<file path="src/rtl/gps_pkg.sv">
// gps_pkg: shared constants, FSM states, result type and PRN-mask search helper
package gps_pkg;
  localparam int CA_CODE_LEN = 1023;
  localparam int PRN_W = 6;
  localparam int PRN_MAX = 32;
  typedef enum logic [2:0] {IDLE, SCAN, LOAD, SETTLE, DWELL, EVAL, REPORT, FINISH} acq_state_t;
  typedef struct packed {
    logic [PRN_W-1:0] prn;
    logic [9:0]       phase;
    logic [31:0]      energy;
    logic             detected;
  } acq_result_t;
  // {found, index} of the lowest set mask bit at or above from
  function automatic logic [PRN_W:0] next_prn(input logic [PRN_MAX-1:0] mask, input logic [PRN_W-1:0] from);
    logic [PRN_W:0] r;
    r = '0;
    for (int i = PRN_MAX - 1; i >= 0; i--)
      if (mask[i] && i >= int'(from)) r = {1'b1, PRN_W'(i)};
    return r;
  endfunction
endpackage

</file>
<file path="src/rtl/acq_peak_track.sv">
// acq_peak_track: running peak energy/phase over one PRN sweep plus threshold compares.
// GPS_ACQ_EARLY_EXIT_EN enables the early_hit flag for a dwell above threshold.
module acq_peak_track #(
  parameter int ENERGY_W = 32
) (
  input  logic                clk,
  input  logic                rst,
  input  logic                clear,
  input  logic                update,
  input  logic [ENERGY_W-1:0] energy,
  input  logic [ENERGY_W-1:0] threshold,
  input  logic [9:0]          phase,
  output logic [ENERGY_W-1:0] peak_energy,
  output logic [9:0]          peak_phase,
  output logic                early_hit,
  output logic                detected
);
  always_ff @(posedge clk) begin
    if (rst || clear) begin
      peak_energy <= '0;
      peak_phase  <= '0;
    end else if (update && energy > peak_energy) begin
      peak_energy <= energy;
      peak_phase  <= phase;
    end
  end
  assign detected = peak_energy > threshold;
`ifdef GPS_ACQ_EARLY_EXIT_EN
  assign early_hit = energy > threshold;
`else
  assign early_hit = 1'b0;
`endif
endmodule

</file>
<file path="src/rtl/gps_acq_scheduler.sv">
// gps_acq_scheduler: serial PRN x code-phase acquisition sequencer for code generator and correlator.
// GPS_ACQ_EARLY_EXIT_EN ends a PRN sweep at the first dwell above threshold.
module gps_acq_scheduler
  import gps_pkg::*;
#(
  parameter int NUM_PHASES = CA_CODE_LEN,
  parameter int ENERGY_W   = 32,
  parameter int SETTLE_CYC = 2
) (
  input  logic                clk,
  input  logic                rst,
  input  logic                start,
  input  logic                abort,
  input  logic [31:0]         prn_mask,
  input  logic [ENERGY_W-1:0] threshold,
  output logic                busy,
  output logic                gen_rst,
  output logic [PRN_W-1:0]    gen_prn,
  output logic [31:0]         gen_correction,
  output logic                corr_start,
  input  logic                corr_done,
  input  logic [ENERGY_W-1:0] corr_energy,
  output logic                res_valid,
  input  logic                res_ready,
  output logic [PRN_W-1:0]    res_prn,
  output logic [9:0]          res_phase,
  output logic [ENERGY_W-1:0] res_energy,
  output logic                res_detected,
  output logic                done
);
  localparam logic [9:0] LAST = 10'(NUM_PHASES - 1);
  acq_state_t state, nxt;
  logic [31:0] mask;
  logic [ENERGY_W-1:0] thr, energy_q, peak_energy;
  logic [PRN_W-1:0] idx, hit;
  logic [9:0] phase, peak_phase;
  logic [3:0] cnt;
  logic found, dwelling, early_hit, detected, exit_now;

  assign {found, hit} = next_prn(mask, idx);
  assign exit_now = phase == LAST || early_hit;

  always_comb begin
    nxt = state;
    if (abort && state != IDLE) nxt = IDLE;
    else
      case (state)
        IDLE:    nxt = start ? SCAN : IDLE;
        SCAN:    nxt = found ? LOAD : FINISH;
        LOAD:    nxt = SETTLE_CYC == 0 ? DWELL : SETTLE;
        SETTLE:  nxt = cnt == 4'(SETTLE_CYC - 1) ? DWELL : SETTLE;
        DWELL:   nxt = corr_done ? EVAL : DWELL;
        EVAL:    nxt = exit_now ? REPORT : LOAD;
        REPORT:  nxt = res_ready ? SCAN : REPORT;
        default: nxt = IDLE;
      endcase
  end

  always_ff @(posedge clk) begin
    if (rst) begin
      state    <= IDLE;
      mask     <= '0;
      thr      <= '0;
      idx      <= '0;
      gen_prn  <= PRN_W'(1);
      phase    <= '0;
      cnt      <= '0;
      dwelling <= 1'b0;
      energy_q <= '0;
    end else begin
      state    <= nxt;
      cnt      <= state == SETTLE ? cnt + 4'd1 : 4'd0;
      dwelling <= state == DWELL;
      if (state == IDLE && start) begin
        mask <= prn_mask;
        thr  <= threshold;
        idx  <= '0;
      end
      if (state == SCAN && found) begin
        gen_prn <= hit + PRN_W'(1);
        idx     <= hit;
        phase   <= '0;
      end
      if (state == DWELL && corr_done) energy_q <= corr_energy;
      if (state == EVAL && !exit_now) phase <= phase + 10'd1;
      if (state == REPORT && res_ready) idx <= idx + PRN_W'(1);
    end
  end

  acq_peak_track #(.ENERGY_W(ENERGY_W)) u_peak (
    .clk(clk),
    .rst(rst),
    .clear(state == SCAN && found),
    .update(state == EVAL),
    .energy(energy_q),
    .threshold(thr),
    .phase(phase),
    .peak_energy(peak_energy),
    .peak_phase(peak_phase),
    .early_hit(early_hit),
    .detected(detected)
  );

  // corr_start fires only on the cycle DWELL is entered
  assign busy           = state != IDLE;
  assign gen_rst        = state == LOAD;
  assign gen_correction = 32'(phase);
  assign corr_start     = state == DWELL && !dwelling;
  assign res_valid      = state == REPORT;
  assign res_prn        = res_valid ? gen_prn : '0;
  assign res_phase      = res_valid ? peak_phase : '0;
  assign res_energy     = res_valid ? peak_energy : '0;
  assign res_detected   = res_valid && detected;
  assign done           = state == FINISH;
endmodule

</file>
<file path="config.mk">
export PLATFORM = sky130hd
export DESIGN_NAME = gps_acq_scheduler
export DESIGN_NICKNAME = d
export VERILOG_FILES = /design/src/rtl/gps_pkg.sv /design/src/rtl/acq_peak_track.sv /design/src/rtl/gps_acq_scheduler.sv
export SDC_FILE = /design/constraint.sdc
export NUM_CORES = 1
export LEC_CHECK = 0
export BUFFER_PORTS_ARGS = -buffer_cell sky130_fd_sc_hd__buf_2
export CORE_MARGIN = 4
export CORE_UTILIZATION = 40
export CTS_CLUSTER_DIAMETER = 100
export CTS_CLUSTER_SIZE = 8
export DETAILED_ROUTE_END_ITERATION = 16
export PLACE_DENSITY = 0.7
export REMOVE_ABC_BUFFERS = 1
export SYNTH_ARGS = -nofsm -noshare
export SYNTH_HDL_FRONTEND = slang
export SYNTH_SLANG_ARGS = --single-unit
</file>
<file path="constraint.sdc">
create_clock -name clk -period 4 [get_ports clk]
set_input_delay 0.8 -clock clk [delete_from_list [all_inputs] [get_ports clk]]
set_output_delay 0.8 -clock clk [all_outputs]
set_load 0.005 [all_outputs]
</file>
==> results of run 1 <==
[power by group through the flow]
stage          registers [mW]  clock network (mW)  logic [mW]
2_1_floorplan            1.85                   0       0.481
3_3_place_gp             1.87                   0       0.749
3_5_place_dp             1.87                   0       0.752
4_1_cts                  1.84                1.67       0.759
5_1_grt                  1.85                1.73       0.855
6_report                 1.84                1.64       0.761
[flip-flops by register name, indices dropped and copies added (netlist names), 3 cells and up]
register            count
energy_q               32
mask                   32
thr                    32
u_peak.peak_energy     32
phase                  10
u_peak.peak_phase      10
gen_prn                 6
idx                     6
cnt                     4
state                   3
[placed cells by master, fill, tap and decap left out, types with 5 or more instances in the layout]
cell         n
a21oi_1    125
dfxtp_1    167
a21o_1      19
or2_2        6
clkbuf_16   17
nand4_1     17
and2_1      22
o21ai_0     32
nand2_1    217
mux2i_1     44
nand3_1     23
and3_1      14
conb_1      22
ha_1        73
a211oi_1     8
o211ai_1     6
o211a_1      5
buf_4       17
o21a_1      12
nor3_1      39
a311oi_1     7
a31oi_1     12
buf_2      170
nand2b_1     6
inv_1       77
nor2b_1     12
nor2_1      85
[worst min-delay path, stage by stage, from the launching register on]
cell     delay [ns]
dfxtp_1        0.31
nand2_1        0.05
a21oi_1        0.05
[path summary, 6_finish.rpt]
| kind | start | to | slack [ns] | cells past startpoint |
|---|---|---|---|---|
| hold / removal | thr[19]$_SDFFE_PP0P_ | thr[19]$_SDFFE_PP0P_ | 0.45 | 2 |
| setup / recovery | idx[1]$_SDFFE_PP0P_ | gen_prn[4]$_SDFFE_PP0P_ | 0.38 | 11 |
| setup reg to reg | idx[1]$_SDFFE_PP0P_ | gen_prn[4]$_SDFFE_PP0P_ | 0.38 | 11 |
| hold reg to reg | thr[19]$_SDFFE_PP0P_ | thr[19]$_SDFFE_PP0P_ | 0.45 | 2 |
[kinds of logic after synthesis]
kind of cell	after synthesis	synth area share
adders and majority gates	73	0.09640
xor gates and xnor gates	3	0.002774
DFF	168	0.3549
other	1	0.0003958
and+or+nand+nor	473	0.2307
AOI/OAI and AO/OA	274	0.1826
buffers and inverters	168	0.08570
muxes	44	0.04648
[per-layer routing]
metal,vias to the layer above,GRT usage
met5,-,0
met1,4072,0.2537
met3,49,0.04770
met2,315,0.3489
li1,4386,-
met4,0,0.05959
[stage by stage]
step                      std cells  hold WS (ns)  instance area [um2]  setup TNS, ns  power, mW
after global routing           1671        0.4760                11000              0      4.437
final                          1671        0.4549                11000              0      4.235
after detailed placement       1640        0.4479                10430              0      2.627
after floorplan                1134        0.4255                 9031         -31.00      2.334
after global placement         1640        0.4429                10430              0      2.620
after CTS                      1671        0.4567                11000              0      4.267
[layout make-up]
type	count	area, um2	area share
Multi-Input combinational cell	889	5394	0.4904
Clock inverter	9	118.9	0.01081
Sequential cell	168	3364	0.3059
Tap cell	319	399.1	0.03629
Inverter	77	289.0	0.02628
Timing Repair Buffer	187	978.4	0.08897
Clock buffer	22	454.2	0.04130
==> flow_summary.yaml, run 1 <==
route:
  drt-met1-wl_mm: 11.66
  avgViaCountPerCell: 5.279
  drcViolationCount: 0
  highest_layer: "met4"
  drt_pass1_iterations: 5
  vias: 8822
  ant_nets: 0
  wl_mm: 27.14
  wl_met3_mm: 1.690
  wl_per_cell_um: 16.24
  initialDrtViolationCount: 619
  route.met2.wl_mm: 13.25
synthesis:
  yosysMostFrequentCell: "nand2_1"
  synth-edff-count: 0
  ys.flop_type: "dfxtp_1"
  ys_seq_area_frac: 0.3549
  ys_seq_elements: 168
  synth_cell_types: 78
  synth_area_leaders: "dfxtp_1, ha_1, nand2_1, a21oi_1, mux2i_1"
  yosys.area.top_type_share: 0.3549
  avgSynthCellArea_um2: 7.870
  synth_common_cells: "nand2_1, dfxtp_1, a21oi_1, nor2_1, inv_1"
  synthArstFlopShare: 0
  syn_area_mm2: 0.009475
  yosysWarnings: 0
  synthCells: 1204
  yosysTopAreaCell: "dfxtp_1"
min_path:
  hold_path.class: "reg2reg"
place:
  dpl_worst_slack_ns: 0.4789
  portBuffers: 171
  hpwl_mm: 19.83
  gp_congestion: 0.9303
clock_tree:
  cts_hold_buf: 0
  cts_sinks: 168
  insertion_delay_ns: 0.43
  cts.clk_slew.worst_paths_ns: 0.07
  root_buffer: "clkbuf_16"
  clockBufferDepth: 2
  postCtsSetupRepairBufs: 0
  cts_tree: "done"
  cts_max_level: 4
  post_cts_resized: 0
  cts_buffers: 17
run:
  maxCapViolCount: 0
timing:
  fin_ws_ns: 0.3842
  grt_setup_unrepaired: "false"
  hold_viol_final: 0
  finalCriticalPeriod_ns: 3.616
  slew-limit-headroom: 0.2112
  period_share: 0.9040
  slew_violations: 0
  tightestPinTransition_ns: 1.179
  setup_violations: 0
  fmax_ghz: 0.2766
  fin_worst_skew_ns: 0.01155
pwr:
  peakVddDrop_uv: 229.2
  p_leak_nw: 4.929
  power_density_mw_per_mm2: 385.0
  switching_power_mw: 1.246
  sequentialPowerShare: 0.434
  share_comb_of_total_power: 0.180
  p_sw_frac: 0.2942
  clkPwrFrac: 0.387
  power.internal_mw: 2.989
die:
  io_pins: 194
  start_util: 0.4049
  dieArea_mm2: 0.02621
  die_y_um: 161.9
  die_w_um: 161.9
  rows: 56
  core_mm2: 0.02340
grt:
  antenna_found_initial: 0
  grt_pass1_vias: 8453
  grt_pass1_wl_mm: 43.09
  grt.overflow.total: 0
  grt_max_degree: 60
  track_usage: 0.2028
worst_setup_path:
  crit_buf_inv: 0
  cp.required_ns: 4.28
  critPathKind: "reg2reg"
  slowest_stage: "dfxtp_1"
  path_cells: "ha_1 -> nand2b_1 -> o21a_1 -> o311ai_0 -> a211oi_1 -> a211oi_1 -> o22ai_2 -> a21boi_0 -> ha_1 -> a311o_1 -> o311ai_0"
  worstPathArrival_ns: 3.89
  slowest_delay_ns: 0.59
  start_kind: "flop"
  crit_path_end_kind: "flop"
  crit_path_max_fanout: 12
  crit_family: "compound AO/OA/AOI/OAI gates"
finish:
  fin_util: 0.4700
  area_growth_pct: 16.07
  fill_cells: 2372
  antennaDiodeCount: 0
  nNetsFinal: 1515
  drive_gt1_frac: 0.1753
outcome:
  status: "finished, final reports clean"
No activity file was read; power rests on OpenSTA's default activity.
==> run 2: changes to the inputs <==
Settings changed: REMOVE_ABC_BUFFERS 1 to default.
==> run 2 against run 1 <==
Compared with the run above: clock power up 4%; sequential power about the same; sequential share of layout area about the same; non-clock buffer count down 3; cell count down 0.12%; worst setup slack worse by 0.11 ns; clock skew up 0.0027 ns; power up 1.1%; core utilization about the same; largest cell class unchanged.
==> flow_summary.yaml, run 2 (synthesized netlist as in run 1, its figures left out) <==
finish:
  final_common_cell: "nand2_1"
  seq_area_mm2: 0.003364
  antennaDiodeCount: 0
  drive_gt1_frac: 0.1770
  area_growth_pct: 16.11
  final_cell_mix: "nand2_1, buf_2, dfxtp_1, a21oi_1, nor2_1"
  final_area_mm2: 0.01100
  fin_util: 0.4701
  multi_input_area_mm2: 0.005394
  nNetsFinal: 1512
  fill_cells: 2377
clock_tree:
  cts_hold_buf: 0
  cts_buffers: 17
  insertion_delay_ns: 0.43
  cts_tree: "done"
  post_cts_resized: 0
  cts_sinks: 168
  clockBufferDepth: 2
  cts_max_level: 4
  cts.clk_slew.worst_paths_ns: 0.07
  root_buffer: "clkbuf_16"
  postCtsSetupRepairBufs: 0
grt:
  grt_pass1_vias: 8547
  grt.overflow.total: 0
  grt_max_degree: 65
  antenna_found_initial: 0
  grt_pass1_wl_mm: 42.86
  track_usage: 0.2001
worst_setup_path:
  crit_buf_inv: 0
  crit_path_end_kind: "flop"
  worstPathArrival_ns: 4.01
  slowest_stage: "dfxtp_1"
  r2r_setup_slack_ns: 0.28
  cp.required_ns: 4.29
  start_kind: "flop"
  path_cells: "ha_1 -> nand2b_1 -> o21a_1 -> o311ai_0 -> a211oi_1 -> a211oi_1 -> o22ai_2 -> a21boi_0 -> ha_1 -> a311o_1 -> o311ai_0"
  critPathKind: "reg2reg"
  r2r_start: "idx[1]$_SDFFE_PP0P_"
  r2r_end: "gen_prn[4]$_SDFFE_PP0P_"
  crit_family: "compound AO/OA/AOI/OAI gates"
  slowest_delay_ns: 0.60
  crit_start: "idx[1]$_SDFFE_PP0P_"
  reg2reg_depth: 11
  crit_path_max_fanout: 12
place:
  gp_congestion: 0.9280
  hpwl_mm: 19.07
  placed_area_mm2: 0.01040
  portBuffers: 171
run:
  maxCapViolCount: 0
pwr:
  share_comb_of_total_power: 0.172
  switching_power_mw: 1.288
  power.internal_mw: 2.995
  p_leak_nw: 4.936
  p_total_mw: 4.283
  clkPwrFrac: 0.397
  peakVddDrop_uv: 268.7
  power_density_mw_per_mm2: 389.3
  p_sw_frac: 0.3007
  sequentialPowerShare: 0.432
route:
  avgViaCountPerCell: 5.310
  drt_pass1_iterations: 5
  drcViolationCount: 0
  wl_per_cell_um: 15.79
  initialDrtViolationCount: 561
  vias: 8863
  ant_nets: 0
  wl_mm: 26.36
timing:
  fin_worst_skew_ns: 0.01422
  period_share: 0.9302
  setup_violations: 0
  tns_ns: 0
  tightestPinTransition_ns: 1.060
  hold_ws_ns: 0.4492
  hold_viol_final: 0
  grt_setup_unrepaired: "false"
  slew-limit-headroom: 0.2905
  slew_violations: 0
  finalCriticalPeriod_ns: 3.721
  fmax_ghz: 0.2687
min_path:
  worstHoldStart: "mask[12]$_SDFFE_PP0P_"
  hold_path.class: "reg2reg"
  hold_end: "mask[12]$_SDFFE_PP0P_"
  hold_depth: 2
die:
  die_w_um: 161.9
  die_y_um: 161.9
  dieArea_mm2: 0.02621
  start_util: 0.4049
  rows: 56
  core_mm2: 0.02340
  io_pins: 194
outcome:
  status: "finished, final reports clean"
-- run 2: cell types whose count changed in the layout (fill, tap and decap cells not counted) --
cell      before  now
buf_4         17   14
inv_6          2    6
clkbuf_1       4    0
inv_8          0    2
clkinv_4       3    0
clkinv_2       0    2
-- run 2: worst max path at each step --
stage | endpoint | slack [ns] | cells after the start
2_1_floorplan | gen_prn[4]$_SDFFE_PP0P_ | 1.16 | 13
3_3_place_gp | gen_prn[4]$_SDFFE_PP0P_ | 0.32 | 11
3_5_place_dp | gen_prn[4]$_SDFFE_PP0P_ | 0.27 | 11
4_1_cts | gen_prn[4]$_SDFFE_PP0P_ | 0.28 | 11
5_1_grt | gen_prn[4]$_SDFFE_PP0P_ | 0.04 | 11
6_report | gen_prn[4]$_SDFFE_PP0P_ | 0.28 | 11
-- run 2: power by group through the flow --
stage          Sequential, mW  Clock (mW)  Combinational, mW
2_1_floorplan            1.83           0              0.579
3_3_place_gp             1.88           0              0.731
3_5_place_dp             1.88           0              0.731
4_1_cts                  1.85        1.73              0.737
5_1_grt                  1.86        1.80              0.826
6_report                 1.85        1.70              0.736
-- run 2: tightest hold or removal path, stage by stage (launching register included) --
cell and delay (ns):
dfxtp_1 0.31, nand2_1 0.05, a21oi_1 0.05
-- run 2: through the flow --
| step | instances | worst slack [ns] |
|---|---|---|
| 4_1_cts | 1669 | 0.2751 |
| 3_3_place_gp | 1637 | 0.3154 |
| 6_report | 1669 | 0.2790 |
| 2_1_floorplan | 1225 | 1.162 |
| 5_1_grt | 1669 | 0.04410 |
| 3_5_place_dp | 1637 | 0.2707 |
-- run 2: final cells by class --
class	count	share of cell area
Inverter	77	0.02627
Multi-Input combinational cell	889	0.4903
Clock inverter	14	0.01456
Timing Repair Buffer	184	0.08689
Tap cell	319	0.03628
Sequential cell	168	0.3058
Clock buffer	18	0.03992
-- run 2: metal layers --
layer  global-route usage  part of all wire
met1               0.2657              0.45
met2               0.3371              0.47
met3              0.03629             0.057
met4              0.05229             0.019
met5                    0                 0
